## src/rtl/cpu_control_unit_pkg.sv

```systemverilog
// Shared definitions for the CPU control unit: FSM state encoding, op-codes
// and instruction field positions derived from the register-address width.
package cpu_control_unit_pkg;

    typedef enum logic [3:0] {
        IDLE,
        ARM_USER,
        ARM_RUN,
        FETCH,
        LATCH_USER,
        LOAD,
        STORE,
        MOVE,
        ALU_IN,
        ALU_EXEC,
        ALU_OUT,
        RETIRE,
        PAUSE
    } state_t;

    localparam int OP_W = 2;

    localparam logic [OP_W-1:0] OP_LOAD  = 2'b00;
    localparam logic [OP_W-1:0] OP_STORE = 2'b01;
    localparam logic [OP_W-1:0] OP_MOVE  = 2'b10;
    localparam logic [OP_W-1:0] OP_ALU   = 2'b11;

    // Instruction layout, MSB to LSB: op | dst | src | func
    function automatic int instr_width(input int ra_w);
        return OP_W + 3 * ra_w;
    endfunction

    function automatic int op_lsb(input int ra_w);
        return 3 * ra_w;
    endfunction

    function automatic int dst_lsb(input int ra_w);
        return 2 * ra_w;
    endfunction

    function automatic int src_lsb(input int ra_w);
        return ra_w;
    endfunction

    function automatic int func_lsb(input int ra_w);
        return 0 * ra_w;
    endfunction

    function automatic state_t decode_op(input logic [OP_W-1:0] op);
        state_t s;
        case (op)
            OP_LOAD:  s = LOAD;
            OP_STORE: s = STORE;
            OP_MOVE:  s = MOVE;
            default:  s = ALU_IN;
        endcase
        return s;
    endfunction

endpackage

```

## src/rtl/cpu_control_unit_sel.sv

```systemverilog
// One-hot register select decoder with enable; used for both the bus-drive
// and bus-load register strobes.
module reg_sel_decoder #(
    parameter  int RA_W = 2,
    localparam int NREG = 2 ** RA_W
) (
    input  logic [RA_W-1:0] addr,
    input  logic            en,
    output logic [NREG-1:0] onehot
);

    always_comb begin
        onehot = '0;
        if (en) begin
            onehot[addr] = 1'b1;
        end
    end

endmodule

```

## src/rtl/cpu_control_unit.sv

```systemverilog
// Microsequencer for a small bus-based CPU: fetches or accepts a user
// instruction, steps it through bus-transfer states and sequences the run.
module cpu_control_unit
    import cpu_control_unit_pkg::*;
#(
    parameter  int              RA_W     = 2,
    parameter  int              PC_W     = 10,
    parameter  logic [PC_W-1:0] PROG_END = '1,
    localparam int              NREG     = 2 ** RA_W,
    localparam int              INSTR_W  = 2 + 3 * RA_W
) (
    input  logic                 clk,
    input  logic                 clr,
    input  logic                 user_btn,
    input  logic                 run_btn,
    input  logic                 step_mode,
    input  logic [INSTR_W-1:0]   instr_user,
    input  logic [INSTR_W-1:0]   instr_mem,
    input  logic                 mem_ack,
    output logic                 mem_req,
    output logic [PC_W-1:0]      pc,
    output logic [RA_W-1:0]      alu_op,
    output logic [NREG-1:0]      reg_oe,
    output logic [NREG-1:0]      reg_we,
    output logic                 alu_a_we,
    output logic                 alu_b_we,
    output logic                 alu_oe,
    output logic                 imm_oe,
    output logic                 mem_we,
    output logic [2*RA_W-1:0]    instr_bus,
    output logic                 busy,
    output logic                 paused,
    output logic                 regs_clr
);

    localparam int OP_LSB   = op_lsb(RA_W);
    localparam int DST_LSB  = dst_lsb(RA_W);
    localparam int SRC_LSB  = src_lsb(RA_W);
    localparam int FUNC_LSB = func_lsb(RA_W);

    state_t              state;
    state_t              nxt_state;
    logic [INSTR_W-1:0]  ir;
    logic [INSTR_W-1:0]  nxt_ir;
    logic [PC_W-1:0]     nxt_pc;
    logic                run_prev;

    logic                oe_en;
    logic [RA_W-1:0]     oe_addr;
    logic                we_en;
    logic [RA_W-1:0]     we_addr;

    logic [RA_W-1:0]     nxt_dst;
    logic [RA_W-1:0]     nxt_src;
    logic [RA_W-1:0]     nxt_func;

    assign nxt_dst  = nxt_ir[DST_LSB  +: RA_W];
    assign nxt_src  = nxt_ir[SRC_LSB  +: RA_W];
    assign nxt_func = nxt_ir[FUNC_LSB +: RA_W];

    always_comb begin
        nxt_state = state;
        nxt_ir    = ir;
        nxt_pc    = pc;
        case (state)
            IDLE: begin
                if (user_btn) begin
                    nxt_state = ARM_USER;
                    nxt_pc    = PROG_END;
                end else if (run_btn) begin
                    nxt_state = ARM_RUN;
                    nxt_pc    = '0;
                end
            end
            ARM_USER: if (!user_btn) nxt_state = LATCH_USER;
            ARM_RUN:  if (!run_btn)  nxt_state = FETCH;
            FETCH: begin
                if (mem_ack) begin
                    nxt_ir    = instr_mem;
                    nxt_state = decode_op(instr_mem[OP_LSB +: OP_W]);
                end
            end
            LATCH_USER: begin
                nxt_ir    = instr_user;
                nxt_state = decode_op(instr_user[OP_LSB +: OP_W]);
            end
            LOAD, STORE, MOVE, ALU_OUT: nxt_state = RETIRE;
            ALU_IN:   nxt_state = ALU_EXEC;
            ALU_EXEC: nxt_state = ALU_OUT;
            RETIRE: begin
                // PROG_END doubles as the user-mode marker, so user mode stops here too
                if (pc >= PROG_END) begin
                    nxt_state = IDLE;
                end else begin
                    nxt_pc    = pc + PC_W'(1);
                    nxt_state = step_mode ? PAUSE : FETCH;
                end
            end
            PAUSE: if (run_btn && !run_prev) nxt_state = FETCH;
            default: nxt_state = IDLE;
        endcase
    end

    // Strobes are registered from the state being entered so they line up with it
    always_ff @(posedge clk or posedge clr) begin
        if (clr) begin
            state    <= IDLE;
            ir       <= '0;
            pc       <= '0;
            run_prev <= 1'b0;
            mem_req  <= 1'b0;
            imm_oe   <= 1'b0;
            alu_oe   <= 1'b0;
            alu_a_we <= 1'b0;
            alu_b_we <= 1'b0;
            mem_we   <= 1'b0;
            alu_op   <= '0;
            oe_en    <= 1'b0;
            oe_addr  <= '0;
            we_en    <= 1'b0;
            we_addr  <= '0;
        end else begin
            state    <= nxt_state;
            ir       <= nxt_ir;
            pc       <= nxt_pc;
            run_prev <= run_btn;
            mem_req  <= (nxt_state == FETCH);
            imm_oe   <= (nxt_state == LOAD);
            alu_oe   <= (nxt_state == ALU_OUT);
            alu_a_we <= (nxt_state == ALU_IN);
            alu_b_we <= (nxt_state == ALU_EXEC);
            mem_we   <= (nxt_state == STORE);
            alu_op   <= (nxt_state == ALU_EXEC) ? nxt_func : '0;
            oe_en    <= (nxt_state == STORE) || (nxt_state == MOVE) ||
                        (nxt_state == ALU_IN) || (nxt_state == ALU_EXEC);
            oe_addr  <= ((nxt_state == MOVE) || (nxt_state == ALU_IN)) ? nxt_src : nxt_dst;
            we_en    <= (nxt_state == LOAD) || (nxt_state == MOVE) || (nxt_state == ALU_OUT);
            we_addr  <= nxt_dst;
        end
    end

    reg_sel_decoder #(.RA_W(RA_W)) u_oe_dec (
        .addr   (oe_addr),
        .en     (oe_en),
        .onehot (reg_oe)
    );

    reg_sel_decoder #(.RA_W(RA_W)) u_we_dec (
        .addr   (we_addr),
        .en     (we_en),
        .onehot (reg_we)
    );

    assign instr_bus = ir[2*RA_W-1:0];
    assign busy      = (state != IDLE);
    assign paused    = (state == PAUSE);
    assign regs_clr  = clr;

endmodule

```

## config.mk

```make
export PLATFORM = sky130hd
export DESIGN_NAME = cpu_control_unit
export DESIGN_NICKNAME = d
export VERILOG_FILES = /design/src/rtl/cpu_control_unit_pkg.sv /design/src/rtl/cpu_control_unit_sel.sv /design/src/rtl/cpu_control_unit.sv
export SDC_FILE = /design/constraint.sdc
export NUM_CORES = 1
export LEC_CHECK = 0
export BUFFER_PORTS_ARGS = -buffer_cell sky130_fd_sc_hd__buf_4
export CAP_MARGIN = 30
export CORE_ASPECT_RATIO = 0.7
export CORE_MARGIN = 8
export CORE_UTILIZATION = 40
export CTS_BUF_LIST = sky130_fd_sc_hd__clkbuf_4 sky130_fd_sc_hd__clkbuf_8
export DETAILED_ROUTE_END_ITERATION = 8
export GPL_ROUTABILITY_DRIVEN = 0
export MAX_ROUTING_LAYER = met4
export PLACE_DENSITY = 0.61
export RECOVER_POWER = 50
export SLEW_MARGIN = 20
export SYNTH_ARGS = -nofsm -noshare
export SYNTH_HDL_FRONTEND = slang
export SYNTH_SLANG_ARGS = --single-unit
```

## constraint.sdc

```tcl
create_clock -name clk -period 5.29 [get_ports clk]
set_clock_uncertainty 0.2 [all_clocks]
set_input_delay 0.2645 -clock clk [delete_from_list [all_inputs] [get_ports clk]]
set_output_delay 0.2645 -clock clk [all_outputs]
set_load 0.02 [all_outputs]
```

# Word-level counts from Yosys, hierarchy flattened
# Cells that the tools add are included.
# W data, S select, Z words.
[word_totals]
ff_bits = 35
input_bits = 22
out_inout_bits = 33
wordCells = 88
[classes]
add_sub_neg = 1
magnitude_cmp = 5
n_eq_ne = 25
n_mux = 25
reduce_logical = 17
[ops]
columns = ["op", "count"]
rows = [
  ["$mux W4", 10],
  ["$pmux W4 S10", 1],
  ["$eq A4 B4 Y1 const B", 8],
  ["$mux W10", 3],
  ["$eq A4 B3 Y1 const B", 7],
  ["$pmux W4 S3", 2],
  ["$pmux W10 S2", 1],
  ["$eq A4 B2 Y1 const B", 3],
  ["$pmux W6 S2", 1],
  ["$add A10 B1 Y10 const B", 1],
  ["$ge A10 B10 Y1 const B", 1],
  ["$logic_or A1 B1 Y1", 6],
  ["$lt A2 B3 Y1 const B", 2],
  ["$mux W6", 1],
  ["$demux W1 S2", 2],
  ["$eq A2 B1 Y1 const B", 2],
  ["$eq A2 B2 Y1 const B", 2],
  ["$eq A4 B1 Y1 const B", 1],
  ["$ge A2 B1 Y1 const B", 2],
  ["$logic_not A2 Y1", 2],
  ["$logic_not A4 Y1", 1],
  ["$mux W2", 2],
  ["$reduce_bool A4 Y1", 1],
  ["$reduce_or A4 Y1", 1],
  ["7 further kinds", 10],
]

# Logic depth before layout (Yosys ltp)
[logic_depth]
ltp_word = 8
mapped_depth = 8
ltp_nobuf = 8

# Modules after synthesis
# Synthesis repeated with hierarchy kept, for this count alone.
[unflattened]
hier_cells = 207
area_unflattened_um2 = 1954.4
[by_module_without_submodules]
columns = ["module", "instances", "cells_each", "area_each_um2", "seq_area_each_um2"]
rows = [
  ["cpu_control_unit", 1, 199, 1879.3, 825.8],
  ["reg_sel_decoder", 2, 4, 37.5, 0.0],
]

# Least setup slack after synthesis
# Ideal clock, no wire load.
[synth_path]
path_kind = "register to register"
start = "register pc[0]"
end = "register oe_addr[0]"
arrival_ps = 2090
t_required_ps = 4965
slack_ps = 2874
stages_incl_launch_ff = 9
n_path_buf = 0
synth_period_minus_slack_ps = 2416
path_cell_list = "dfrtp_1 -> ha_1 -> nand4_2 -> o31ai_4 -> o22ai_2 -> nor2_4 -> inv_2 -> o22a_2 -> mux2_4"
[synth_between]
elab_chain_cells = 6
elab_cells_between_ends = 7
[synth_rtl]
columns = ["element", "line", "rtl"]
rows = [
  ["start, declared", "cpu_control_unit.sv:21", "output logic [PC_W-1:0] pc,"],
  ["start signal, assigned", "cpu_control_unit.sv:125", "pc <= nxt_pc;"],
  ["$ge A10 B10 Y1 (*)", "cpu_control_unit.sv:92", "if (pc >= PROG_END) begin"],
  ["$mux W4 (*)", "cpu_control_unit.sv:92", ""],
  ["$pmux W4 S10 (*)", "cpu_control_unit.sv:65", "case (state)"],
  ["via nxt_state[1]", "cpu_control_unit.sv:42", "state_t nxt_state;"],
  ["$eq A4 B3 Y1 or $eq A4 B4 Y1 (tied branches)", "cpu_control_unit.sv:136", "oe_addr <= ((nxt_state == MOVE) || (nxt_state == ALU_IN)) ? nxt_src : nxt_dst;"],
  ["$logic_or A1 B1 Y1 (*)", "cpu_control_unit.sv:136", ""],
  ["$mux W2 (*)", "cpu_control_unit.sv:136", ""],
  ["end signal, assigned", "cpu_control_unit.sv:136", ""],
  ["end, declared", "cpu_control_unit.sv:49", "logic [RA_W-1:0] oe_addr;"],
]
# The timed path passes the listed nets; every way through them passes the cells marked *.
# A chain may end at the register's enable or synchronous reset.

# Worst setup path after layout
[layout_path]
start = "register state[0]"
end = "register pc[6]"
[layout_between]
elab_chain_cells = 3
elab_cells_between_ends = 7
[layout_rtl]
columns = ["element", "line", "rtl"]
rows = [
  ["start, declared", "cpu_control_unit.sv:41", "state_t state;"],
  ["start signal, assigned", "cpu_control_unit.sv:123", "state <= nxt_state;"],
  ["$eq A4 B4 Y1 or $logic_not A4 Y1 (tied branches)", "cpu_control_unit.sv:65", ""],
  ["$ne A2 B2 Y1 (no line), or another cell as far along", "-", ""],
  ["$reduce_and A3 Y1 (no line)", "-", ""],
]
# Parallel ways exist; a longest one is shown, timed or not.

==> impl_metrics.tcl <==
set metrics [dict create \
    status "finished with violations" \
    failed_checks "capacitance limit, slew limit" \
    power_frac_comb 0.510 \
    cp_top_family "compound AO/OA/AOI/OAI gates" \
    path_max_fanout 14 \
    stdcell_area_sq_um 2322 \
    regArea_sq_um 825.8 \
    tns_ns 0 \
    end_kind "register" \
    cts_resized 0 \
    syn_avg_cell_area_sq_um 8.950 \
    leakage_nw 1.094 \
    setup_viol 0 \
    finalWirelength_um 4552 \
    crit_chain "and4b_1, o31ai_4, o21ai_1, buf_4, o21ai_0, a21oi_1, a21oi_1" \
    cts_tree "built" \
    tightest_slew_ns 1.742 \
    cts-buffers-inserted 5 \
    slew_headroom -0.1612 \
    whs_path_depth 3 \
    cts.sinks 33 \
    finalHoldViolCount 0 \
    drt_iter0_drc 87 \
    critPathLaunchType "register" \
    hp-class "in2reg" \
    die_w_um 97.74 \
    crit_required_ns 5.26 \
    hpwl_um 3523 \
    grt_pass1_wl_um 7590 \
    pwr-share-clk 0.135 \
    crit_type "reg2reg" \
    syn_nets 236 \
    root_buffer "clkbuf_8" \
    hp-start "instr_user[0]" \
    drc 0 \
    internal_power_mw 0.7216 \
    wl_per_cell_um 14.31 \
    start_util 0.4223 \
    max_freq_mhz 389.8 \
    ys_ff_latch 33 \
    antenna_cells 0 \
    r2r_start "state[0]$_DFF_PP0_" \
    switchingPower_mw 0.6487 \
    synth-edff-count 0 \
    synth_commonest_cells "nand2_1, dfrtp_1, a21oi_1" \
    yosysSeqAreaShare 0.4415 \
    crit_path_top_delay_cell "dfrtp_1" \
    placed_cell_area_sq_um 2280 \
    synthCells 209 \
    r2r-end "pc[6]$_DFFE_PP0P_" \
    worstHoldEndpoint "ir[0]$_DFF_PP0_" \
    grt_pass1_vias 1502 \
    p_per_area_nw_per_um2 590.1 \
    postCtsHoldBufs 2 \
    netlist.top_cell.by_area "dfrtp_1" \
    antenna_found_initial 0 \
    rows 20 \
    yosysUniqueCellTypes 44 \
    max_stage_delay_ns 0.61 \
    share_seq_of_total_power 0.355 \
    grt-ovfl-total 0 \
    worstPathArrival_ns 2.53 \
    rrSetupSlack_ns 2.72 \
    synthMostInstantiatedCell "nand2_1" \
    path_buf_inv 1 \
    htreeDepth 2 \
    synth_area_leaders "dfrtp_1, nand2_1, a21oi_1" \
    max-cap-violations 1 \
    nFillCells 434 \
    power_switching_share 0.4734 \
    die_y_um 73.22 \
    yosys_warnings 0 \
    slew_viol_final 34 \
    r2r_cells 7 \
    synth_top_flop_cell "dfrtp_1" \
    fp.coreArea_sq_um 4429 \
    synthArstFlopShare 1.000 \
    period_minus_slack_ns 2.566 \
    clk-insertion-delay-late_ns 0.28 \
    rsz0062_at_grt "false" \
    grt_max_degree 34 \
    routed_via_density 5.060 \
    ant_nets 0 \
    port-buffer-count 54 \
    cp_common_cell "a21oi_1" \
    fin_crit_sh 0.4850 \
    io_pins 55 \
    vias 1609 \
    synthToLayoutAreaGrowth_pct 24.15 \
    firstDrtPassIters 4 \
    path_clk_slew_ns 0.07 \
    ir_drop_v 0.0002027 \
    track_usage 0.1346 \
    multi_input_area_sq_um 915.9 \
    cts_setup_buffers 0 \
    die_area_sq_um 7156 \
    fin_nets 289 \
    clockBufferDepth 2 \
    drive_above_1_share 0.2243 \
    synthesis.area_sq_um 1871 \
    synth_top_area_share 0.4415 \
]
## cells by family after synthesis
group,share of synthesized area
and+or+nand+nor,0.2649
adders and majority gates,0.03344
AOI/OAI and AO/OA,0.1752
buffers and inverters,0.06889
muxes,0.01605
DFF,0.4415
## through the flow
stage               power, mW  hold WS, ns  std cells    util  worst slack (ns)
finish                  1.370      0.02443        318  0.5243             2.724
global route            1.483      0.02692        318  0.5243             2.462
CTS                     1.412      0.02369        318  0.5387             2.747
detailed placement      1.222       0.1991        308  0.5147             2.759
global placement        1.214       0.1945        307  0.5130             2.622
floorplan              0.9966      0.09593        209       -             2.874
## tightest hold or removal path, stage by stage
cell	delay (ns)
buf_4	0.07
a22oi_1	0.07
nand2_1	0.06
## layout by cell type, fill, tap and decap left out, types with 2 or more instances in the layout
master and count:
inv_2 2, clkbuf_1 17, dlygate4sd3_1 2, a21oi_1 23, a211oi_1 2, o21ai_1 2, nor3_1 2, and3_1 4
nand2_1 36, dfrtp_1 33, o21ai_0 8, nand3_1 5, ha_1 5, nand4_1 2, mux2_4 2, nand2b_1 8
nor2_1 16, clkbuf_8 5, o31ai_1 2, a22oi_1 6, nor3b_1 6, buf_4 38, and3b_1 2, inv_1 11
clkinv_2 2
## power by group through the flow
stage / Sequential [mW] / Combinational, mW / Clock [mW]
after floorplan: 0.504 / 0.492 / 0
after global placement: 0.490 / 0.724 / 0
after detailed placement: 0.489 / 0.733 / 0
after CTS: 0.486 / 0.736 / 0.190
after global routing: 0.506 / 0.773 / 0.204
final: 0.487 / 0.699 / 0.184
## sequential cells by signal (all words and copies together) (netlist names), 2 cells and up
register,count
alu_op,2
pc,10
oe_addr,2
ir,5
state,4
## layout make-up
class                      instances  share of cell area
clock buffer                       5             0.02963
clock inverter                     3            0.007543
inverter                          13             0.02101
multi-input combinational        151              0.3944
sequential                        33              0.3556
tap                               55             0.02963
timing repair buffer              58              0.1622
## routing by layer
layer	track usage	vias to the layer above	wire length [um]
met4	0.05155	0	40
met5	-	-	0
met1	0.1890	745	2422
met3	0.03429	2	190
li1	-	824	-
met2	0.1771	38	1898
## worst max-delay path by stage
stage / start / endpoint / slack, ns / depth (start not counted)
CTS: state[0]$_DFF_PP0_ / oe_addr[0]$_DFF_PP0_ / 2.75 / 7
floorplan: pc[0]$_DFFE_PP0P_ / oe_addr[0]$_DFF_PP0_ / 2.87 / 8
global placement: state[0]$_DFF_PP0_ / pc[7]$_DFFE_PP0P_ / 2.62 / 6
detailed placement: state[0]$_DFF_PP0_ / oe_addr[0]$_DFF_PP0_ / 2.76 / 7
global route: clr / ir[3]$_DFF_PP0_ / 2.46 / 4
finish: state[0]$_DFF_PP0_ / pc[6]$_DFFE_PP0P_ / 2.72 / 7
Note: power is estimated with default switching activity, not from simulation.
